==> src/rtl/tx_stream_scheduler.sv <==
// Output-side scheduler for the HDMI TX path: FIFO prefill, lockstep reads, underflow recovery,
// and a one-cycle sync/DE/pixel pipeline towards the DVI encoder.
module tx_stream_scheduler #(
  parameter int unsigned LEVEL_W       = 11,
  parameter int unsigned PREFILL_LEVEL = 640,
  parameter int unsigned FLUSH_CYCLES  = 8,
  parameter logic [23:0] BLACK         = 24'h000000
) (
  input  logic               clk,
  input  logic               rstbtn_n,
  input  logic               en,
  input  logic               hblnk,
  input  logic               vblnk,
  input  logic               hsync_in,
  input  logic               vsync_in,
  input  logic [LEVEL_W-1:0] fifo_level,
  input  logic               fifo_empty,
  input  logic [23:0]        fifo_dout,
  input  logic               fifo_valid,
  output logic               timing_restart,
  output logic               fifo_rd_en,
  output logic               fifo_flush,
  output logic [23:0]        pixel_out,
  output logic               hsync_out,
  output logic               vsync_out,
  output logic               de_out,
  output logic               running,
  input  logic               underflow_clr,
  output logic               underflow_sticky,
  output logic [15:0]        underflow_count,
  output logic [15:0]        frame_count
);

  localparam int unsigned FlushW = (FLUSH_CYCLES > 1) ? $clog2(FLUSH_CYCLES) : 1;
  localparam logic [FlushW-1:0] FlushLast = FlushW'(FLUSH_CYCLES - 1);

  typedef enum logic [2:0] {StIdle, StRun, StRecover, StFlush, StRefill} state_e;

  state_e            state_q, state_d;
  logic [FlushW-1:0] flush_cnt_q, flush_cnt_d;
  logic              vsync_q, vblnk_q;

  logic active, vs_rise, vb_rise, level_ok, underflow_ev;

  assign active       = !hblnk && !vblnk;
  assign vs_rise      = vsync_in && !vsync_q;
  assign vb_rise      = vblnk && !vblnk_q;
  assign level_ok     = fifo_level >= LEVEL_W'(PREFILL_LEVEL);
  assign underflow_ev = (state_q == StRun) && active && fifo_empty;

  always_ff @(posedge clk or negedge rstbtn_n) begin
    if (!rstbtn_n) begin
      state_q     <= StIdle;
      flush_cnt_q <= '0;
    end else begin
      state_q     <= state_d;
      flush_cnt_q <= flush_cnt_d;
    end
  end

  always_comb begin
    state_d     = state_q;
    flush_cnt_d = flush_cnt_q;
    case (state_q)
      StIdle:    if (level_ok) state_d = StRun;
      StRun:     if (underflow_ev) state_d = StRecover;
      StRecover: begin
        if (vb_rise) begin
          state_d     = StFlush;
          flush_cnt_d = '0;
        end
      end
      StFlush: begin
        if (flush_cnt_q == FlushLast) state_d = StRefill;
        else flush_cnt_d = flush_cnt_q + 1'b1;
      end
      StRefill:  if (vs_rise && level_ok) state_d = StRun;
      default:   state_d = StIdle;
    endcase
    // Disable wins from any state and abandons a flush in progress.
    if (!en) begin
      state_d     = StIdle;
      flush_cnt_d = '0;
    end
  end

  always_comb begin
    timing_restart = (state_q == StIdle);
    running        = (state_q == StRun);
    fifo_flush     = (state_q == StFlush);
    fifo_rd_en     = (state_q == StRun) && active && !fifo_empty;
  end

  // Sync/DE delayed one cycle; pixel_out registers whatever the FIFO presents as valid.
  always_ff @(posedge clk or negedge rstbtn_n) begin
    if (!rstbtn_n) begin
      vsync_q   <= 1'b0;
      vblnk_q   <= 1'b0;
      hsync_out <= 1'b0;
      vsync_out <= 1'b0;
      de_out    <= 1'b0;
      pixel_out <= BLACK;
    end else begin
      vsync_q   <= vsync_in;
      vblnk_q   <= vblnk;
      hsync_out <= hsync_in;
      vsync_out <= vsync_in;
      de_out    <= active && !timing_restart;
      pixel_out <= fifo_valid ? fifo_dout : BLACK;
    end
  end

  always_ff @(posedge clk or negedge rstbtn_n) begin
    if (!rstbtn_n) begin
      underflow_sticky <= 1'b0;
      underflow_count  <= '0;
      frame_count      <= '0;
    end else begin
      if (underflow_ev) underflow_sticky <= 1'b1;
      else if (underflow_clr) underflow_sticky <= 1'b0;
      if (underflow_ev && (underflow_count != 16'hFFFF)) underflow_count <= underflow_count + 1'b1;
      if ((state_q == StRun) && vb_rise) frame_count <= frame_count + 1'b1;
    end
  end

endmodule
==> config.mk <==
export PLATFORM = sky130hd
export DESIGN_NAME = tx_stream_scheduler
export DESIGN_NICKNAME = d
export VERILOG_FILES = /design/src/rtl/tx_stream_scheduler.sv
export SDC_FILE = /design/constraint.sdc
export NUM_CORES = 1
export LEC_CHECK = 0
export ABC_AREA = 1
export BUFFER_PORTS_ARGS = -buffer_cell sky130_fd_sc_hd__buf_2
export CORE_AREA = 2 2 100 102
export DETAILED_ROUTE_END_ITERATION = 16
export DIE_AREA = 0 0 102 104
export GPL_TIMING_DRIVEN = 0
export PLACE_DENSITY = 0.57
export SYNTH_ARGS = -nofsm -noshare
export SYNTH_HDL_FRONTEND = slang
export SYNTH_SLANG_ARGS = --single-unit
==> constraint.sdc <==
create_clock -name clk -period 3.9 [get_ports clk]
set_clock_uncertainty 0.2 [all_clocks]
set_input_delay 0.585 -clock clk [delete_from_list [all_inputs] [get_ports clk]]
set_output_delay 0.585 -clock clk [all_outputs]
set_load 0.1 [all_outputs]
==> key figures <==
Worst setup path
  – Buf/Inv on CP: 2
  – Critical Path, Cell by Cell: inv_2, nand2_2, nor2_4, nand3_1, nor2_1, buf_2
  – Data required, critical path: 3.12 ns
  – Max stage delay on crit path: 0.45 ns
  – Slowest stage cell, crit path: buf_2
  – Delay-heaviest family, CP: buffers and inverters
  – Crit start category: flip-flop
  – CP Max Fanout: 6
  – Critical path class: reg2out
  – Setup slack, reg-to-reg: 2.00 ns
  – CP arrival: 1.82 ns
  – Worst Setup End Kind: primary output

Drt
  – Final antenna-violating net count: 0
  – WL met3: 661 um
  – DRC Markers: 0
  – DR WL met2: 3310 um
  – Avg WL per Cell: 11.6 um
  – Final wirelength: 7230 um
  – DR top layer: met4
  – DRT Pass-1 Iters: 4
  – DRT met1 WL: 3150 um
  – Initial drt markers: 79
  – Vias: 2732
  – Vias per cell: 4.39

Global routing
  – Largest net degree at the start of global routing: 68
  – First-pass GRT wire length: 12700 um
  – Vias in the first global route: 2761
  – Final global-route overflow total: 0
  – Initial antenna violation count: 0
  – Global Route Usage Sum: 15.2%

Timing
  – Final hold violation count: 0
  – Rel. slew slack: 42.8%
  – Slew Limit Fails: 0
  – Setup tns final: 0 ns
  – Clock period minus worst slack: 2.60 ns
  – Endpoints failing setup: 0
  – Final period util: 66.8%
  – Fmax: 384 MHz
  – Worst-margin pin slew: 0.857 ns
  – Hold slack: 0.127 ns
  – RSZ-0062 raised after global routing: no

Power and ir drop
  – P_leak: 2.38 nW
  – Power Density: 644 nW/um^2
  – Peak VDD IR: 0.258 mV

Floorplanning
  – Die area: 10600 um^2
  – I/O pins: 109
  – Initial core utilization: 33.8%
  – Placeable Area: 9550 um^2
  – Site Rows: 36
  – Die W: 102 um
  – Die Ht: 104 um

Synth
  – Syn Nets: 421
  – Number of synthesis warnings: 0
  – Syn Inst Count: 372
  – Top-area cell type share of the netlist area: 52.0%
  – Synth area leader: dfrtp_1
  – Yosys cell types: 35
  – Post-synth EDFFs: 0
  – Syn avg cell area: 8.67 um^2
  – Synth Register Bits: 67
  – Post-synthesis instance area: 3230 um^2
  – Sequential share of the synthesized area: 52.0%
  – Primary FF master, synth: dfrtp_1
  – Asr flop ratio synth: 100%
  – Top cells by area, synth: dfrtp_1 (52%), nand2_1 (14%), inv_1 (5.8%)

Cells and area
  – Area delta synth->final: 27.1%
  – Diode count: 0
  – Ratio of cells with drive above 1 in the final layout: 29.4%
  – Fill cells: 1008
  – Post-Layout Inst Area: 4100 um^2
  – Final core utilization: 43.0%
  – Fin nets: 533

CTS
  – Clk_lat worst skew: 0.35 ns
  – Post-CTS Setup Inserts: 0
  – Post-CTS resize count: 0
  – Num CTS Buffers: 9
  – Clock-pin slew on the worst setup and hold paths: 0.08 ns
  – CTS root buf: clkbuf_8
  – TritonCTS clock tree: done
  – # H-tree levels: 3
  – Clock Tree Buf Depth: 2
  – CTS sink cnt: 67
  – Cts-stage hold buffer count: 0

Placement
  – Port bufs: 101
  – RD Place Congestion: 0.865
  – Post-DP HPWL: 5400 um
  – Area post-placement: 3900 um^2

Run status
  – Status: complete, no violations

Min path
  – Hold Crit Class: in2async

Job
  – MaxCap Viol Count: 0
[worst reg2reg max path, stage by stage, from the launching register on]
cell	delay (ns)
dfrtp_1	0.44
ha_1	0.28
nand3_2	0.14
nor3_4	0.17
nand3_2	0.12
nand2_4	0.14
inv_6	0.06
buf_12	0.14
nand2_1	0.06
nand2_1	0.04
[cells in the mapped netlist, types with 2 or more instances]
cell / n
nand2_1: 121
dfrtp_1: 67
inv_1: 50
nor2_1: 26
nand3_1: 18
xnor2_1: 13
o21ai_0: 11
xor2_1: 10
nand4_1: 7
nor3_1: 7
ha_1: 4
nand2_2: 4
inv_2: 3
o21ai_2: 3
a21oi_1: 2
clkbuf_1: 2
nand3_2: 2
nor2_2: 2
nor2_4: 2
nor3_2: 2
nor3b_1: 2
[routing by layer]
layer  vias to the layer above  GRT usage [%]
li1                       1377              -
met1                      1256           19.3
met2                        91           22.8
met3                         8           6.45
met4                         0           6.10
met5                         -              0
[final timing paths]
check	startpoint	cells after the start	to
min reg2reg	flush_cnt_q[2]	2	flush_cnt_q[2]
max reg2reg	underflow_count[0]	9	underflow_count[11]
max in group asynchronous	rstbtn_n	1	flush_cnt_q[2]
min	rstbtn_n	1	underflow_count[3]
min in group clk	hsync_in	1	hsync_out
max	state_q[2]	6	fifo_rd_en
[metrics by stage]
stage | setup WS, ns | cells | power [mW]
final | 1.30 | 622 | 2.64
after global routing | 1.16 | 622 | 2.79
after detailed placement | 1.64 | 606 | 2.07
after CTS | 1.26 | 622 | 2.68
after global placement | 1.65 | 606 | 2.06
after floorplan | 0.574 | 372 | 1.86
[registers in the layout (all words and copies together) (netlist names), 3 cells and up]
name,count
pixel_out,24
frame_count,16
underflow_count,16
flush_cnt_q,3
state_q,3
[area by class of cell]
| class | count | area [um^2] | area share [%] |
|---|---|---|---|
| inverter | 55 | 213 | 5.19 |
| clock buffer | 9 | 124 | 3.02 |
| tap | 133 | 166 | 4.06 |
| sequential | 67 | 1680 | 40.9 |
| buffer | 4 | 41.3 | 1.01 |
| multi-input combinational | 246 | 1300 | 31.6 |
| clock inverter | 7 | 76.3 | 1.86 |
| timing repair buffer | 101 | 508 | 12.4 |
[cells by family after synthesis]
family | after synthesis | share of synthesized area, %
AND/OR/NAND/NOR | 199 | 28.7
flip-flops | 67 | 52.0
buffers and inverters | 59 | 7.87
XOR/XNOR | 23 | 6.24
AO/OA/AOI/OAI | 20 | 3.72
adder cells (fa/ha/maj) | 4 | 1.55
[report_power, final]
group	leakage (nW)	total [mW]	switching, mW	internal, mW
sequential	0.883	0.889	0.103	0.787
clock	0.0958	0.592	0.293	0.298
combinational	1.40	1.16	0.960	0.199
total	2.38	2.64	1.36	1.28
[cells in the final DEF (no fill, tap or decap), types with 2 or more instances in the layout]
master      count
nand3_1        18
o21ai_0        11
nor2_4          2
inv_6           2
inv_2           3
buf_2         100
nor2_1         26
o21ai_2         3
a21oi_1         2
nand2_1       121
nor3_2          2
clkbuf_8       10
dfrtp_1        67
clkbuf_1        2
xnor2_1        13
ha_1            4
clkinv_2        2
nor3b_1         2
nand3_2         2
nor2_2          2
nor3_1          7
clkinvlp_4      2
nand4_1         7
clkinv_4        2
xor2_1         10
inv_1          50
nand2_2         4
Note: power is estimated with default switching activity, not from simulation.
